## config.mk

```make
export PLATFORM = sky130hd
export DESIGN_NAME = fp32_min_pool
export DESIGN_NICKNAME = d
export VERILOG_FILES = /design/src/rtl/fp32_pkg.sv /design/src/rtl/fp32_lt.sv /design/src/rtl/fp32_min_pool.sv
export SDC_FILE = /design/constraint.sdc
export NUM_CORES = 1
export LEC_CHECK = 0
export BUFFER_PORTS_ARGS = -buffer_cell sky130_fd_sc_hd__clkbuf_2
export CORE_MARGIN = 2
export CORE_UTILIZATION = 30
export CTS_CLUSTER_SIZE = 25
export DETAILED_ROUTE_END_ITERATION = 7
export SLEW_MARGIN = 10
export SYNTH_ARGS = -nofsm -noshare
export SYNTH_HDL_FRONTEND = slang
export SYNTH_HIERARCHICAL = 1
export SYNTH_SLANG_ARGS = --single-unit
export TNS_END_PERCENT = 30
```

## constraint.sdc

```tcl
create_clock -name clk -period 5.2 [get_ports clk]
set_input_delay 0.52 -clock clk [delete_from_list [all_inputs] [get_ports clk]]
set_output_delay 0.52 -clock clk [all_outputs]
set_load 0.02 [all_outputs]
```

## src/rtl/fp32_pkg.sv

```systemverilog
// Shared FP32 types and constants for the TPU element-wise reducers.
package fp32_pkg;

    typedef struct packed {
        logic        sign;
        logic [7:0]  exponent;
        logic [22:0] mantissa;
    } fp32_t;

    localparam int BIAS = 127;

    typedef enum logic [1:0] {
        IDLE,
        ACC,
        OUT
    } poolState_t;

endpackage

```

## src/rtl/fp32_lt.sv

```systemverilog
// Combinational sign-magnitude "less than" on raw FP32 bit patterns.
module fp32_lt
    import fp32_pkg::*;
(
    input  logic [31:0] a,
    input  logic [31:0] b,
    output logic        lt
);

    fp32_t       fa;
    fp32_t       fb;
    logic [30:0] magA;
    logic [30:0] magB;

    assign fa   = a;
    assign fb   = b;
    assign magA = {fa.exponent, fa.mantissa};
    assign magB = {fb.exponent, fb.mantissa};

    // Negative beats positive (so -0 < +0); among negatives the larger magnitude is smaller.
    always_comb begin
        if (fa.sign != fb.sign) begin
            lt = fa.sign;
        end else if (fa.sign) begin
            lt = magA > magB;
        end else begin
            lt = magA < magB;
        end
    end

endmodule

```

## src/rtl/fp32_min_pool.sv

```systemverilog
// Streaming FP32 min-pool: running minimum over WINDOW elements (or up to in_last),
// one registered result per window over a valid/ready handshake.
module fp32_min_pool
    import fp32_pkg::*;
#(
    parameter  int WINDOW = 4,
    localparam int CW     = $clog2(WINDOW + 1)
) (
    input  logic          clk,
    input  logic          rst,
    input  logic          in_valid,
    output logic          in_ready,
    input  logic [31:0]   in_data,
    input  logic          in_last,
    output logic          out_valid,
    input  logic          out_ready,
    output logic [31:0]   out_data,
    output logic [CW-1:0] out_count
);

    poolState_t    state;
    poolState_t    stateNext;
    logic [31:0]   acc;
    logic [31:0]   accNext;
    logic [CW-1:0] cnt;
    logic [CW-1:0] cntNext;
    logic [31:0]   outData;
    logic [CW-1:0] outCount;
    logic          accept;
    logic          emit;
    logic          dataLess;

    fp32_lt uLt (
        .a  (in_data),
        .b  (acc),
        .lt (dataLess)
    );

    // Handshake depends only on state (and reset), never on the other side's valid/ready.
    assign in_ready  = !rst && (state != OUT);
    assign out_valid = !rst && (state == OUT);
    assign accept    = in_valid && in_ready;
    assign emit      = out_valid && out_ready;
    assign out_data  = outData;
    assign out_count = outCount;

    always_comb begin
        stateNext = state;
        accNext   = acc;
        cntNext   = cnt;
        case (state)
            IDLE: begin
                if (accept) begin
                    accNext   = in_data;
                    cntNext   = CW'(1);
                    stateNext = (in_last || WINDOW == 1) ? OUT : ACC;
                end
            end
            ACC: begin
                if (accept) begin
                    accNext = dataLess ? in_data : acc;
                    cntNext = cnt + CW'(1);
                    if (in_last || cntNext == CW'(WINDOW)) begin
                        stateNext = OUT;
                    end
                end
            end
            OUT: begin
                if (emit) begin
                    stateNext = IDLE;
                end
            end
            default: stateNext = IDLE;
        endcase
    end

    always_ff @(posedge clk) begin
        if (rst) begin
            state    <= IDLE;
            acc      <= '0;
            cnt      <= '0;
            outData  <= '0;
            outCount <= '0;
        end else begin
            state <= stateNext;
            acc   <= accNext;
            cnt   <= cntNext;
            // Capture the result on the closing accept so it is held stable throughout OUT.
            if (state != OUT && stateNext == OUT) begin
                outData  <= accNext;
                outCount <= cntNext;
            end
        end
    end

endmodule

```

==> results.yml, run 1 <==
detailed_routing:
  detail-route-antenna-nets: 0
  drc: 0
  wl_per_cell_um: 14.88
  wl_um: 10740
  drt-initial-drc-count: 304
  vias_per_cell: 5.173
  num_vias: 3735
  first_pass_iters: 5
placed_design:
  place_ws_ps: 1495
  place.gp.congestion: 0.7665
  portBuffers: 73
  dp.cells: 706
  dp_hpwl_um: 7287
synthesis:
  synth.distinct_cells: 42
  syn_area_per_cell_um2: 7.948
  ys.flop_type: "dfxtp_1"
  yosysWarnings: 6
  synthCells: 497
  synth_area_um2: 3950
  synthArstFlopShare_pct: 0
  ys_seq_area_share_pct: 36.49
  synthesis.nets: 568
  synth-edff-count: 0
  ys_seq_elements: 72
die:
  die_y_um: 118.7
  initial_core_util_pct: 31.05
  core_area_um2: 12720
  core.rowCount: 41
  io_pins: 74
  die_width_um: 118.7
  dieArea_um2: 14100
sta:
  worstMarginPinSlew_ps: 903.5
  min_period_over_period_pct: 66.23
  drv_slew: 0
  setup_ws_ps: 1756
  hold_slack_ps: 455.4
  finalSetupTns_ps: 0
  relSlewSlack_pct: 39.76
  final-hold-violation-count: 0
  min_period_ps: 3444
  setup_viol: 0
  max_freq_ghz: 0.2904
  grt_setup_unrepaired: "no"
  skew_ps: 7.528
clock_network:
  cts_made_buffers: 9
  cts_setup_buffers: 0
  cts-hold-fix-buffers: 0
  cts.sinks: 72
  cts_tree: "built"
  postCtsResizedCells: 0
  clkLatencyLatePin_ps: 340
  clock_path_buffers: 2
  clk_pin_slew_ps: 50
  cts_root_buffer: "clkbuf_16"
  h-tree-depth: 3
finish:
  layout_commonest_cell: "nand2_1"
  antenna_cells: 0
  stdcell_count: 722
  multi_input_area_um2: 2192
  fin_nets: 616
  fillCellCount: 1337
  area_delta_synth_final_pct: 17.80
  drive_gt1_share_pct: 19.09
  seq_area_um2: 1441
  final_cell_mix: "nand2_1 (79), a21oi_1 (77), clkbuf_2 (73)"
status:
  outcome: "completed"
setup_path:
  cp_slowest_cell: "nand2b_2"
  critPathMaxFanout: 39
  crit_path_max_incr_delay_ps: 530
  crit_top_cell: "nand2_1"
  crit_chain: "inv_1, ha_1, nand4_1, nor4_4, nand2_1, o211ai_1, a22oi_1, o22ai_1, nand2b_2, buf_4, nand2_1, a311oi_1"
  end_kind: "flip-flop"
  critPathKind: "flip-flop to flip-flop"
  critPathBufInv: 2
  start_kind: "flip-flop"
  cp.arrival_ps: 3680
  cpLargestDelayFamily: "simple AND/OR/NAND/NOR gates"
  required_ps: 5440
global_routing:
  grt_pass1_vias: 3521
  grt_max_degree: 48
  grt.total_usage_pct: 15.15
  overflow: 0
  antenna_found_initial: 0
  grt_pass1_wl_um: 17510
run:
  maxCapViolCount: 0
pwr:
  p_leak_nw: 1.806
  ir_worst_vdd_mv: 0.1546
  power_density_nw_per_um2: 298.1
min_path:
  hp-class: "input pin to flip-flop"
==> worst reg2reg max path, stage by stage, from the launching register on <==
cell	delay [ps]
dfxtp_1	340
inv_1	50
ha_1	300
nand4_1	210
nor4_4	390
nand2_1	100
o211ai_1	140
a22oi_1	130
o22ai_1	280
nand2b_2	530
buf_4	480
nand2_1	130
a311oi_1	270
==> where the power goes <==
part / switching (mW) / internal, mW / leakage, nW
logic: 0.143 / 0.0810 / 1.08
registers: 0.0195 / 0.579 / 0.588
clock network: 0.231 / 0.333 / 0.136
total: 0.394 / 0.993 / 1.81
==> final timing paths <==
path	from	to	slack, ps	depth (start not counted)
min	in_data[23]	acc[23]	460	3
max	acc[26]	out_data[16]	1760	12
max reg2reg	acc[26]	out_data[16]	1760	12
min reg2reg	out_count[2]	out_count[2]	470	2
==> sequential cells by signal (all words and copies together), names as in the netlist <==
register	flops
cnt	3
out_data	32
acc	32
state	2
out_count	3
==> layer usage <==
layer | vias up | track usage [%] | wire length, um
met3 | 14 | 3.909 | 669
met1 | 1758 | 20.39 | 5001
met5 | - | 0 | 0
met2 | 94 | 23.28 | 4905
li1 | 1869 | - | -
met4 | 0 | 5.506 | 167
==> Yosys cell counts (4+ instances only) <==
master / instances / area (um^2)
o21ai_0: 31 / 155.2
nor2_1: 8 / 30.03
nand2_1: 79 / 296.5
inv_1: 34 / 127.6
buf_2: 17 / 85.08
a311oi_1: 32 / 280.3
nor2b_1: 4 / 25.02
dfxtp_1: 72 / 1441
ha_1: 34 / 425.4
nand3_1: 36 / 180.2
nand4_1: 5 / 31.28
a21oi_1: 77 / 385.4
o21ai_1: 7 / 35.03
clkbuf_1: 20 / 75.07
==> stage by stage <==
| stage | area (um^2) | utilization (%) | total power [mW] |
|---|---|---|---|
| global route | 4653 | 36.58 | 1.450 |
| detailed placement | 4387 | 34.48 | 0.8349 |
| global placement | 4387 | 34.48 | 0.8290 |
| floorplan | 3950 | - | 0.7623 |
| finish | 4653 | 36.58 | 1.387 |
| CTS | 4653 | 36.58 | 1.401 |
==> layout make-up <==
| class | instances | share of cell area (%) |
|---|---|---|
| Tap cell | 172 | 4.625 |
| Sequential cell | 72 | 30.98 |
| Timing Repair Buffer | 79 | 8.820 |
| Clock inverter | 4 | 0.4302 |
| Inverter | 34 | 2.743 |
| Clock buffer | 12 | 5.297 |
| Multi-Input combinational cell | 349 | 47.11 |
==> cells by family (layout without fill, tap and decap cells) <==
logic type | count (synthesis) | count (layout) | synth area share [%]
AOI/OAI and AO/OA | 164 | 164 | 25.78
adders and majority gates | 34 | 34 | 10.77
muxes | 3 | 3 | 0.7602
and+or+nand+nor | 148 | 148 | 17.77
DFF | 72 | 72 | 36.49
buffers and inverters | 76 | 129 | 8.425
Note: power is estimated with default switching activity, not from simulation.
==> run 2: changes to the inputs <==
- clock period: 5.2 -> 3.2 ns (I/O delays scaled with it)
==> run 2 against run 1 <==
  * Clock skew down 1.8 ps
  * Largest power group is now the clock network
  * Sequential power up 62%
  * Register-to-register slack worse by 1400 ps
  * Flip-flop and latch count unchanged
  * First-iteration DRC count up 8.6%
  * Worst hold slack worse by 200 ps
  * Clock-buffer cell count up 1
  * Largest cell class unchanged
  * Maximum frequency up 19%
  * Highest routed layer unchanged
==> results.yml, run 2 (same netlist as run 1, synthesis figures left out) <==
status:
  outcome: "completed"
detailed_routing:
  highest_layer: "met4"
  wl_met2_um: 5132
  drc: 0
  detail-route-antenna-nets: 0
  route.met3.wl_um: 584
  first_pass_iters: 4
  wl_um: 10730
  drt-initial-drc-count: 330
  vias_per_cell: 5.073
  wl_per_cell_um: 14.75
  wl_met1_um: 4841
  num_vias: 3688
pwr:
  switchingPower_uw: 634.7
  clkPwrFrac_pct: 42.9
  ir_worst_vdd_mv: 0.2497
  p_leak_nw: 1.857
  combPwrFrac_pct: 15.8
  p_sw_share_pct: 26.89
  power_density_nw_per_um2: 496.9
  power_frac_seq_pct: 41.2
  p_int_mw: 1.725
die:
  io_pins: 74
  dieArea_um2: 14100
  die_y_um: 118.7
  initial_core_util_pct: 31.05
  core.rowCount: 41
  die_width_um: 118.7
  core_area_um2: 12720
sta:
  grt_setup_unrepaired: "no"
  finalSetupTns_ps: 0
  relSlewSlack_pct: 39.93
  skew_ps: 5.683
  final-hold-violation-count: 0
  setup_ws_ps: 310.3
  min_period_over_period_pct: 90.30
  setup_viol: 0
  drv_slew: 0
  worstMarginPinSlew_ps: 899.0
  min_period_ps: 2890
  max_freq_ghz: 0.3461
clock_network:
  cts_made_buffers: 9
  clock_path_buffers: 2
  cts_root_buffer: "clkbuf_16"
  cts_tree: "built"
  cts.sinks: 72
  h-tree-depth: 3
  cts-hold-fix-buffers: 0
  cts_setup_buffers: 0
  clkLatencyLatePin_ps: 330
  clk_pin_slew_ps: 60
  postCtsResizedCells: 0
placed_design:
  place.gp.congestion: 0.7329
  dp.cells: 711
  portBuffers: 73
  dp_hpwl_um: 7004
  place_ws_ps: 248.6
global_routing:
  overflow: 0
  grt_pass1_wl_um: 17660
  antenna_found_initial: 0
  grt.total_usage_pct: 15.33
  grt_pass1_vias: 3641
  grt_max_degree: 74
finish:
  fin_nets: 621
  stdcell_count: 727
  drive_gt1_share_pct: 19.82
  area_delta_synth_final_pct: 20.24
  final_cell_mix: "nand2_1 (79), a21oi_1 (77), clkbuf_2 (73)"
  layout_commonest_cell: "nand2_1"
  antenna_cells: 0
  fillCellCount: 1346
setup_path:
  reg2reg_depth: 13
  crit_chain: "inv_1, ha_1, nand4_1, nor4_4, nand2_1, o211ai_1, or2_0, o22ai_1, buf_4, nor2b_4, buf_4, nand2_1, a311oi_1"
  r2r_setup_slack_ps: 310
  crit_cells: 13
  crit_path_max_incr_delay_ps: 410
  end_kind: "flip-flop"
  start_kind: "flip-flop"
  critPathBufInv: 3
  critPathLaunch: "acc[26]"
  critPathKind: "flip-flop to flip-flop"
  cpLargestDelayFamily: "simple AND/OR/NAND/NOR gates"
  required_ps: 3440
  cp_slowest_cell: "nor4_4"
  critPathMaxFanout: 38
  r2r_start: "acc[26]"
  worstSetupEndpoint: "out_data[20]"
  reg2reg_to: "out_data[20]"
  cp.arrival_ps: 3130
min_path:
  hp-class: "input pin to flip-flop"
run:
  maxCapViolCount: 0
[run 2: changes by cell type in the layout (fill, tap and decap cells not counted), sizes merged]
| cell | before | now |
|---|---|---|
| bufinv | 0 | 1 |
| clkbuf | 85 | 86 |
| clkinv | 4 | 2 |
| buf | 6 | 11 |
[run 2: how the worst min path moves through the flow]
stage | from | end | slack [ps] | depth (start not counted)
after floorplan | cnt[2] | cnt[2] | 460 | 2
after global placement | out_count[2] | out_count[2] | 460 | 2
after CTS | in_data[20] | acc[20] | 250 | 3
after global routing | in_data[16] | acc[16] | 260 | 3
final | in_data[20] | acc[20] | 250 | 3
after detailed placement | out_count[1] | out_count[1] | 470 | 2
[run 2: layout make-up]
| cell class | instances | area, um^2 | area share (%) |
|---|---|---|---|
| repair buffers | 84 | 473.0 | 9.958 |
| multi-input cells | 349 | 2192 | 46.15 |
| clock buffers | 13 | 260.3 | 5.479 |
| well taps | 172 | 215.2 | 4.531 |
| clock inverters | 3 | 40.04 | 0.8430 |
| flip-flops and latches | 72 | 1441 | 30.35 |
| inverters | 34 | 127.6 | 2.687 |
[run 2: worst min-delay path: cells and delay by family]
kind	cells	cell delay [ps]
buffers and inverters	1	100
AO/OA/AOI/OAI	1	50
AND/OR/NAND/NOR	1	60
[run 2: metal layers]
layer  vias to the layer above  track usage (%)
li1                       1876                -
met1                      1735            18.54
met2                        62            25.68
met3                        15            4.681
met4                         0            5.283
met5                         -                0
[run 2: power groups by stage]
stage          logic (mW)  registers (mW)  clock network, mW
2_1_floorplan       0.231            1.01                  0
3_3_place_gp        0.364           0.991                  0
3_5_place_dp        0.373           0.993                  0
4_1_cts             0.375           0.973               1.03
5_1_grt             0.420           0.979               1.07
6_report            0.374           0.973               1.01
[run 2: stage by stage]
step | hold WS (ps) | cell area, um^2 | power, mW | utilization [%]
CTS | 245.4 | 4750 | 2.380 | 37.33
floorplan | 460.4 | 3950 | 1.239 | -
detailed placement | 471.7 | 4449 | 1.365 | 34.97
global placement | 464.7 | 4449 | 1.355 | 34.97
finish | 250.6 | 4750 | 2.360 | 37.33
global route | 264.0 | 4750 | 2.472 | 37.33
